<file path="src/rtl/window3x3_builder_if.sv">
// Stream bundle for window3x3_builder: three row-aligned pixel inputs plus
// sideband, and the registered 3x3 window output.
interface window3x3_builder_if #(
  parameter int DATA_WIDTH = 16
);
  logic                  in_valid;
  logic [DATA_WIDTH-1:0] in_top;
  logic [DATA_WIDTH-1:0] in_mid;
  logic [DATA_WIDTH-1:0] in_bot;
  logic [7:0]            in_user;

  logic                  out_valid;
  logic [DATA_WIDTH-1:0] out_p00, out_p01, out_p02;
  logic [DATA_WIDTH-1:0] out_p10, out_p11, out_p12;
  logic [DATA_WIDTH-1:0] out_p20, out_p21, out_p22;
  logic [7:0]            out_user;

  modport master (
    output in_valid, in_top, in_mid, in_bot, in_user,
    input  out_valid, out_p00, out_p01, out_p02, out_p10, out_p11, out_p12,
           out_p20, out_p21, out_p22, out_user
  );

  modport slave (
    input  in_valid, in_top, in_mid, in_bot, in_user,
    output out_valid, out_p00, out_p01, out_p02, out_p10, out_p11, out_p12,
           out_p20, out_p21, out_p22, out_user
  );
endinterface

</file>
<file path="src/rtl/window3x3_builder.sv">
// Builds one registered 3x3 neighbourhood per input pixel with border handling.
// Define WINDOW3X3_ZERO_PAD_EN to emit 0 at borders instead of replicated data.
module window3x3_builder #(
  parameter int DATA_WIDTH = 16
) (
  input logic               clk,
  input logic               reset,
  window3x3_builder_if.slave bus
);

  typedef enum logic [0:0] {
    ST_IDLE = 1'b0,
    ST_RUN  = 1'b1
  } state_t;

  typedef logic [DATA_WIDTH-1:0] pix_t;

  state_t     state_r, state_nxt_s;
  logic       flush_pending_r, flush_nxt_s;
  logic       emit_s, flush_win_s, capture_s, shift_s;
  logic       hstart_s, hend_s;

  pix_t       prev_top_r, prev_mid_r, prev_bot_r;
  pix_t       cur_top_r, cur_mid_r, cur_bot_r;
  logic [7:0] cur_user_r;

  pix_t       row_top_s [3];
  pix_t       row_mid_s [3];
  pix_t       row_bot_s [3];
  pix_t       win_top_s [3];
  pix_t       win_mid_s [3];
  pix_t       win_bot_s [3];

  assign hstart_s = bus.in_user[0];
  assign hend_s   = bus.in_user[1];

  // State and pending-flush registers.
  always_ff @(posedge clk or posedge reset) begin
    if (reset) begin
      state_r         <= ST_IDLE;
      flush_pending_r <= 1'b0;
    end else begin
      state_r         <= state_nxt_s;
      flush_pending_r <= flush_nxt_s;
    end
  end

  // Next-state decode and per-edge actions (emit, flush, capture, shift).
  always_comb begin
    state_nxt_s = state_r;
    flush_nxt_s = 1'b0;
    emit_s      = 1'b0;
    flush_win_s = 1'b0;
    capture_s   = 1'b0;
    shift_s     = 1'b0;
    // A pending flush only exists in IDLE, so it never collides with a RUN emit.
    if (flush_pending_r) begin
      emit_s      = 1'b1;
      flush_win_s = 1'b1;
    end else begin
      emit_s = 1'b0;
    end
    if (bus.in_valid) begin
      case (state_r)
        ST_IDLE: begin
          if (hstart_s) begin
            capture_s   = 1'b1;
            flush_nxt_s = hend_s;
            state_nxt_s = hend_s ? ST_IDLE : ST_RUN;
          end else begin
            state_nxt_s = ST_IDLE;
          end
        end
        ST_RUN: begin
          emit_s = 1'b1;
          if (hstart_s) begin
            flush_win_s = 1'b1;
            capture_s   = 1'b1;
            flush_nxt_s = hend_s;
            state_nxt_s = hend_s ? ST_IDLE : ST_RUN;
          end else begin
            shift_s     = 1'b1;
            flush_nxt_s = hend_s;
            state_nxt_s = hend_s ? ST_IDLE : ST_RUN;
          end
        end
        default: begin
          state_nxt_s = ST_IDLE;
        end
      endcase
    end else begin
      state_nxt_s = state_r;
    end
  end

  // Window assembly: left = PREV, centre = CUR, right = incoming or CUR on flush.
  always_comb begin
    row_top_s[0] = prev_top_r;
    row_mid_s[0] = prev_mid_r;
    row_bot_s[0] = prev_bot_r;
    row_top_s[1] = cur_top_r;
    row_mid_s[1] = cur_mid_r;
    row_bot_s[1] = cur_bot_r;
    if (flush_win_s) begin
      row_top_s[2] = cur_top_r;
      row_mid_s[2] = cur_mid_r;
      row_bot_s[2] = cur_bot_r;
    end else begin
      row_top_s[2] = bus.in_top;
      row_mid_s[2] = bus.in_mid;
      row_bot_s[2] = bus.in_bot;
    end
    for (int c = 0; c < 3; c++) begin
`ifdef WINDOW3X3_ZERO_PAD_EN
      win_top_s[c] = cur_user_r[2] ? {DATA_WIDTH{1'b0}} : row_top_s[c];
      win_mid_s[c] = row_mid_s[c];
      win_bot_s[c] = cur_user_r[3] ? {DATA_WIDTH{1'b0}} : row_bot_s[c];
`else
      win_top_s[c] = cur_user_r[2] ? row_mid_s[c] : row_top_s[c];
      win_mid_s[c] = row_mid_s[c];
      win_bot_s[c] = cur_user_r[3] ? row_mid_s[c] : row_bot_s[c];
`endif
    end
`ifdef WINDOW3X3_ZERO_PAD_EN
    // Column 0 centre means the left column lies outside the image.
    if (cur_user_r[0]) begin
      win_top_s[0] = {DATA_WIDTH{1'b0}};
      win_mid_s[0] = {DATA_WIDTH{1'b0}};
      win_bot_s[0] = {DATA_WIDTH{1'b0}};
    end else begin
      win_mid_s[0] = row_mid_s[0];
    end
    if (flush_win_s) begin
      win_top_s[2] = {DATA_WIDTH{1'b0}};
      win_mid_s[2] = {DATA_WIDTH{1'b0}};
      win_bot_s[2] = {DATA_WIDTH{1'b0}};
    end else begin
      win_mid_s[2] = row_mid_s[2];
    end
`endif
  end

  // Column storage: hstart loads both PREV and CUR, a normal beat shifts.
  always_ff @(posedge clk or posedge reset) begin
    if (reset) begin
      prev_top_r <= {DATA_WIDTH{1'b0}};
      prev_mid_r <= {DATA_WIDTH{1'b0}};
      prev_bot_r <= {DATA_WIDTH{1'b0}};
      cur_top_r  <= {DATA_WIDTH{1'b0}};
      cur_mid_r  <= {DATA_WIDTH{1'b0}};
      cur_bot_r  <= {DATA_WIDTH{1'b0}};
      cur_user_r <= 8'h00;
    end else if (capture_s) begin
      prev_top_r <= bus.in_top;
      prev_mid_r <= bus.in_mid;
      prev_bot_r <= bus.in_bot;
      cur_top_r  <= bus.in_top;
      cur_mid_r  <= bus.in_mid;
      cur_bot_r  <= bus.in_bot;
      cur_user_r <= bus.in_user;
    end else if (shift_s) begin
      prev_top_r <= cur_top_r;
      prev_mid_r <= cur_mid_r;
      prev_bot_r <= cur_bot_r;
      cur_top_r  <= bus.in_top;
      cur_mid_r  <= bus.in_mid;
      cur_bot_r  <= bus.in_bot;
      cur_user_r <= bus.in_user;
    end
  end

  // Output register: window and sideband hold their value between emits.
  always_ff @(posedge clk or posedge reset) begin
    if (reset) begin
      bus.out_valid <= 1'b0;
      bus.out_p00   <= {DATA_WIDTH{1'b0}};
      bus.out_p01   <= {DATA_WIDTH{1'b0}};
      bus.out_p02   <= {DATA_WIDTH{1'b0}};
      bus.out_p10   <= {DATA_WIDTH{1'b0}};
      bus.out_p11   <= {DATA_WIDTH{1'b0}};
      bus.out_p12   <= {DATA_WIDTH{1'b0}};
      bus.out_p20   <= {DATA_WIDTH{1'b0}};
      bus.out_p21   <= {DATA_WIDTH{1'b0}};
      bus.out_p22   <= {DATA_WIDTH{1'b0}};
      bus.out_user  <= 8'h00;
    end else begin
      bus.out_valid <= emit_s;
      if (emit_s) begin
        bus.out_p00  <= win_top_s[0];
        bus.out_p01  <= win_top_s[1];
        bus.out_p02  <= win_top_s[2];
        bus.out_p10  <= win_mid_s[0];
        bus.out_p11  <= win_mid_s[1];
        bus.out_p12  <= win_mid_s[2];
        bus.out_p20  <= win_bot_s[0];
        bus.out_p21  <= win_bot_s[1];
        bus.out_p22  <= win_bot_s[2];
        bus.out_user <= cur_user_r;
      end
    end
  end

endmodule

</file>
<file path="src/flat_wrapper.sv">
// flat-port wrapper written by rule: the top's interface ports become plain ports
module window3x3_builder_flat 
#(
  parameter int DATA_WIDTH = 16
)
  (clk, reset, bus_in_valid, bus_in_top, bus_in_mid, bus_in_bot, bus_in_user, bus_out_valid, bus_out_p00, bus_out_p01, bus_out_p02, bus_out_p10, bus_out_p11, bus_out_p12, bus_out_p20, bus_out_p21, bus_out_p22, bus_out_user);
  window3x3_builder_if #(.DATA_WIDTH(DATA_WIDTH)) bus_i ();
  input logic clk;
  input logic reset;
  input wire logic [$bits(bus_i.in_valid)-1:0] bus_in_valid;
  input wire logic [$bits(bus_i.in_top)-1:0] bus_in_top;
  input wire logic [$bits(bus_i.in_mid)-1:0] bus_in_mid;
  input wire logic [$bits(bus_i.in_bot)-1:0] bus_in_bot;
  input wire logic [$bits(bus_i.in_user)-1:0] bus_in_user;
  output wire logic [$bits(bus_i.out_valid)-1:0] bus_out_valid;
  output wire logic [$bits(bus_i.out_p00)-1:0] bus_out_p00;
  output wire logic [$bits(bus_i.out_p01)-1:0] bus_out_p01;
  output wire logic [$bits(bus_i.out_p02)-1:0] bus_out_p02;
  output wire logic [$bits(bus_i.out_p10)-1:0] bus_out_p10;
  output wire logic [$bits(bus_i.out_p11)-1:0] bus_out_p11;
  output wire logic [$bits(bus_i.out_p12)-1:0] bus_out_p12;
  output wire logic [$bits(bus_i.out_p20)-1:0] bus_out_p20;
  output wire logic [$bits(bus_i.out_p21)-1:0] bus_out_p21;
  output wire logic [$bits(bus_i.out_p22)-1:0] bus_out_p22;
  output wire logic [$bits(bus_i.out_user)-1:0] bus_out_user;
  assign bus_i.in_valid = bus_in_valid;
  assign bus_i.in_top = bus_in_top;
  assign bus_i.in_mid = bus_in_mid;
  assign bus_i.in_bot = bus_in_bot;
  assign bus_i.in_user = bus_in_user;
  assign bus_out_valid = bus_i.out_valid;
  assign bus_out_p00 = bus_i.out_p00;
  assign bus_out_p01 = bus_i.out_p01;
  assign bus_out_p02 = bus_i.out_p02;
  assign bus_out_p10 = bus_i.out_p10;
  assign bus_out_p11 = bus_i.out_p11;
  assign bus_out_p12 = bus_i.out_p12;
  assign bus_out_p20 = bus_i.out_p20;
  assign bus_out_p21 = bus_i.out_p21;
  assign bus_out_p22 = bus_i.out_p22;
  assign bus_out_user = bus_i.out_user;
  window3x3_builder #(.DATA_WIDTH(DATA_WIDTH)) u_core (.clk(clk), .reset(reset), .bus(bus_i));
endmodule
</file>
<file path="config.mk">
export PLATFORM = sky130hd
export DESIGN_NAME = window3x3_builder_flat
export DESIGN_NICKNAME = d
export VERILOG_FILES = /design/src/rtl/window3x3_builder_if.sv /design/src/rtl/window3x3_builder.sv /design/src/flat_wrapper.sv
export SDC_FILE = /design/constraint.sdc
export NUM_CORES = 1
export LEC_CHECK = 0
export ABC_AREA = 1
export CORE_ASPECT_RATIO = 0.6
export CORE_UTILIZATION = 57
export CTS_CLUSTER_SIZE = 16
export DETAILED_ROUTE_END_ITERATION = 16
export GPL_ROUTABILITY_DRIVEN = 0
export PLACE_DENSITY = 0.86
export SLEW_MARGIN = 25
export SYNTH_ARGS = -nofsm -noshare
export SYNTH_HDL_FRONTEND = slang
export SYNTH_SLANG_ARGS = --single-unit
export TNS_END_PERCENT = 1
</file>
<file path="constraint.sdc">
create_clock -name clk -period 18.9 [get_ports clk]
set_input_delay 1.89 -clock clk [delete_from_list [all_inputs] [get_ports clk]]
set_output_delay 1.89 -clock clk [all_outputs]
set_load 0.03 [all_outputs]
</file>
==> impl_metrics.json <==
{
  "area_growth_pct": 25.52,
  "ys_seq_area_share_pct": 56.76,
  "setup_tns_ns": 0,
  "rsz0062_at_grt": "false",
  "cts-root-buf": "clkbuf_16",
  "htreeDepth": 1,
  "grtUsageTotal_pct": 38.72,
  "layout_worst_path_cycle_share_pct": 25.62,
  "multiInputGateArea_um2": 3970,
  "period_minus_slack_ns": 4.842,
  "holdBufCountCts": 0,
  "worstMarginPinSlew_ns": 0.9258,
  "grt_max_degree": 133,
  "cts_resized": 0,
  "cts_tree": "yes",
  "synth.avg_cell_area_um2": 8.316,
  "max_slew_margin_pct": 38.28,
  "core_area_um2": 19320,
  "critPathLaunch": "bus_in_valid",
  "grt_pass1_vias": 10204,
  "ant_nets": 0,
  "cap_violations": 0,
  "drive_above_1_share_pct": 4.067,
  "critPathLaunchType": "input port",
  "clock_sinks": 259,
  "fin_ws_ns": 14.06,
  "ys.flop_type": "dfrtp_1",
  "max_freq_ghz": 0.2065,
  "dp_hpwl_mm": 26.73,
  "clk_pin_slew_ns": 0.07,
  "cp_top_family": "buffers and inverters",
  "slew_violations": 0,
  "die_height_um": 111.6,
  "gr-total-overflow": 0,
  "ys_warn_count": 0,
  "syn-num-nets": 1432,
  "path_max_fanout": 75,
  "place_ws_ns": 13.48,
  "dr.pass1.iters": 9,
  "final_cell_mix": "308 x nand2_1, 259 x dfrtp_1, 217 x o21ai_0",
  "crit_buf_inv": 3,
  "irDropWorstVdd_v": 0.00009794,
  "syn_area_um2": 11420,
  "wire_per_inst_um": 21.76,
  "grt_pass1_wl_mm": 59.26,
  "slowest_stage": "buf_4",
  "max_stage_delay_ns": 0.69,
  "synth_cells": 1373,
  "cp_data_arrival_time_ns": 5.26,
  "synth_edf_count": 0,
  "ys_async_sr_fraction_pct": 100.0,
  "clockBufferDepth": 3,
  "timing.rr.start": "u_core.state_r",
  "skew_ns": 0.03031,
  "leakagePower_nw": 6.724,
  "routed_wl_mm": 39.49,
  "crit_path_end_kind": "flip-flop",
  "ff2ff_setup_slack_ns": 15.61,
  "worstSetupPathType": "in -> reg",
  "hold_viol_final": 0,
  "setup_viol": 0,
  "num_antenna_cells": 0,
  "nNetsFinal": 1594,
  "port_buffers": 211,
  "die_area_um2": 20620,
  "ys_ff_latch": 259,
  "post-cts-setup-buffers": 0,
  "cpMostUsedCell": "buf_4",
  "crit_chain": "clkdlybuf4s50_1 > nand2_4 > nand2_2 > buf_4 > nand2_1 > buf_4 > o22ai_1 > nor2_1",
  "dieWidth_um": 184.7,
  "layout_commonest_cell": "nand2_1",
  "worstPathRequired_ns": 19.31,
  "status": "completed",
  "first_iter_violations": 1876,
  "antenna_found_initial": 0,
  "ios": 212,
  "nFillCells": 1394,
  "clock_latency_ns": 0.54,
  "regArea_um2": 6481,
  "powerDensity_nw_per_um2": 140.2,
  "netlist-cell-type-count": 21,
  "route.detailed.drc": 0,
  "vias_per_cell": 6.044,
  "start_util_pct": 59.09,
  "cts_buffers": 24,
  "num_rows": 39,
  "hp-class": "reg -> reg",
  "holdCritStartpoint": "u_core.bus.out_user[2]",
  "vias": 10969
}
[metal layers]
metal | track usage, % | up-vias | wire (um)
li1 | - | 4755 | -
met5 | 0 | - | 0
met3 | 19.10 | 111 | 7597
met2 | 51.70 | 909 | 15820
met4 | 10.25 | 0 | 1091
met1 | 55.78 | 5194 | 14980
[sequential cells by signal, summed over array words and instances (netlist names)]
name and cells:
u_core.bus.out_user 8, u_core.bus.out_p12 16, u_core.bus.out_p02 16, u_core.bus.out_valid 1, u_core.prev_top_r 16, u_core.bus.out_p01 16, u_core.flush_pending_r 1, u_core.bus.out_p21 16
u_core.cur_top_r 16, u_core.cur_user_r 8, u_core.prev_mid_r 16, u_core.state_r 1, u_core.bus.out_p20 16, u_core.bus.out_p22 16, u_core.bus.out_p10 16, u_core.cur_bot_r 16
u_core.bus.out_p11 16, u_core.bus.out_p00 16, u_core.cur_mid_r 16, u_core.prev_bot_r 16
[kinds of logic after synthesis]
group           share of synthesized area [%]
buf+inv                                 8.503
flops                                   56.76
compound gates                          13.05
simple gates                            21.69
[per-stage QoR]
step | cells | power, mW | area [um^2] | hold slack, ns | util, %
after floorplan | 1373 | 1.173 | 11420 | 0.4422 | -
after global placement | 1775 | 1.484 | 13540 | 0.4569 | 70.09
after detailed placement | 1775 | 1.500 | 13540 | 0.4631 | 70.09
after CTS | 1815 | 1.994 | 14330 | 0.4790 | 74.15
after global routing | 1815 | 2.081 | 14330 | 0.4990 | 74.17
final | 1815 | 2.009 | 14330 | 0.4783 | 74.17
[cell usage after synthesis, types with 12 or more instances]
library cell  count  area share [%]
nand3_1         161             7.1
nand2_1         308              10
nor3_1           14            0.61
dfrtp_1         259              57
o21ai_0         217             9.5
o21ai_1          48             2.1
clkbuf_1         34             1.1
nor2_1          109             3.6
o22ai_1          14            0.77
buf_4            12            0.79
inv_1           140             4.6
buf_2            38             1.7
[where the power goes]
group / switching [mW] / internal [mW] / total, mW
clock network: 0.216 / 0.277 / 0.494
logic: 0.443 / 0.256 / 0.699
registers: 0.127 / 0.690 / 0.817
[worst paths after layout]
| check | endpoint | depth (start not counted) |
|---|---|---|
| min in group asynchronous | u_core.bus.out_p10[2] | 2 |
| worst min register to register | u_core.bus.out_user[2] | 2 |
| worst max register to register | u_core.bus.out_p01[14] | 7 |
| worst max-delay path | u_core.bus.out_p01[14] | 8 |
| worst min-delay path | u_core.bus.out_user[2] | 2 |
| max in group asynchronous | u_core.cur_top_r[6] | 3 |
[tightest hold or removal path, stage by stage, from the launching register on]
cell,delay (ns)
dfrtp_1,0.34
nand2_1,0.06
nand2_1,0.05
[final cells by class]
type | count | share of cell area (%)
flip-flops and latches | 259 | 45.22
multi-input cells | 882 | 27.70
repair buffers | 224 | 15.44
clock buffers | 31 | 4.653
inverters | 144 | 3.841
well taps | 266 | 2.322
clock inverters | 9 | 0.8206
(Power assumes the default switching activity.)
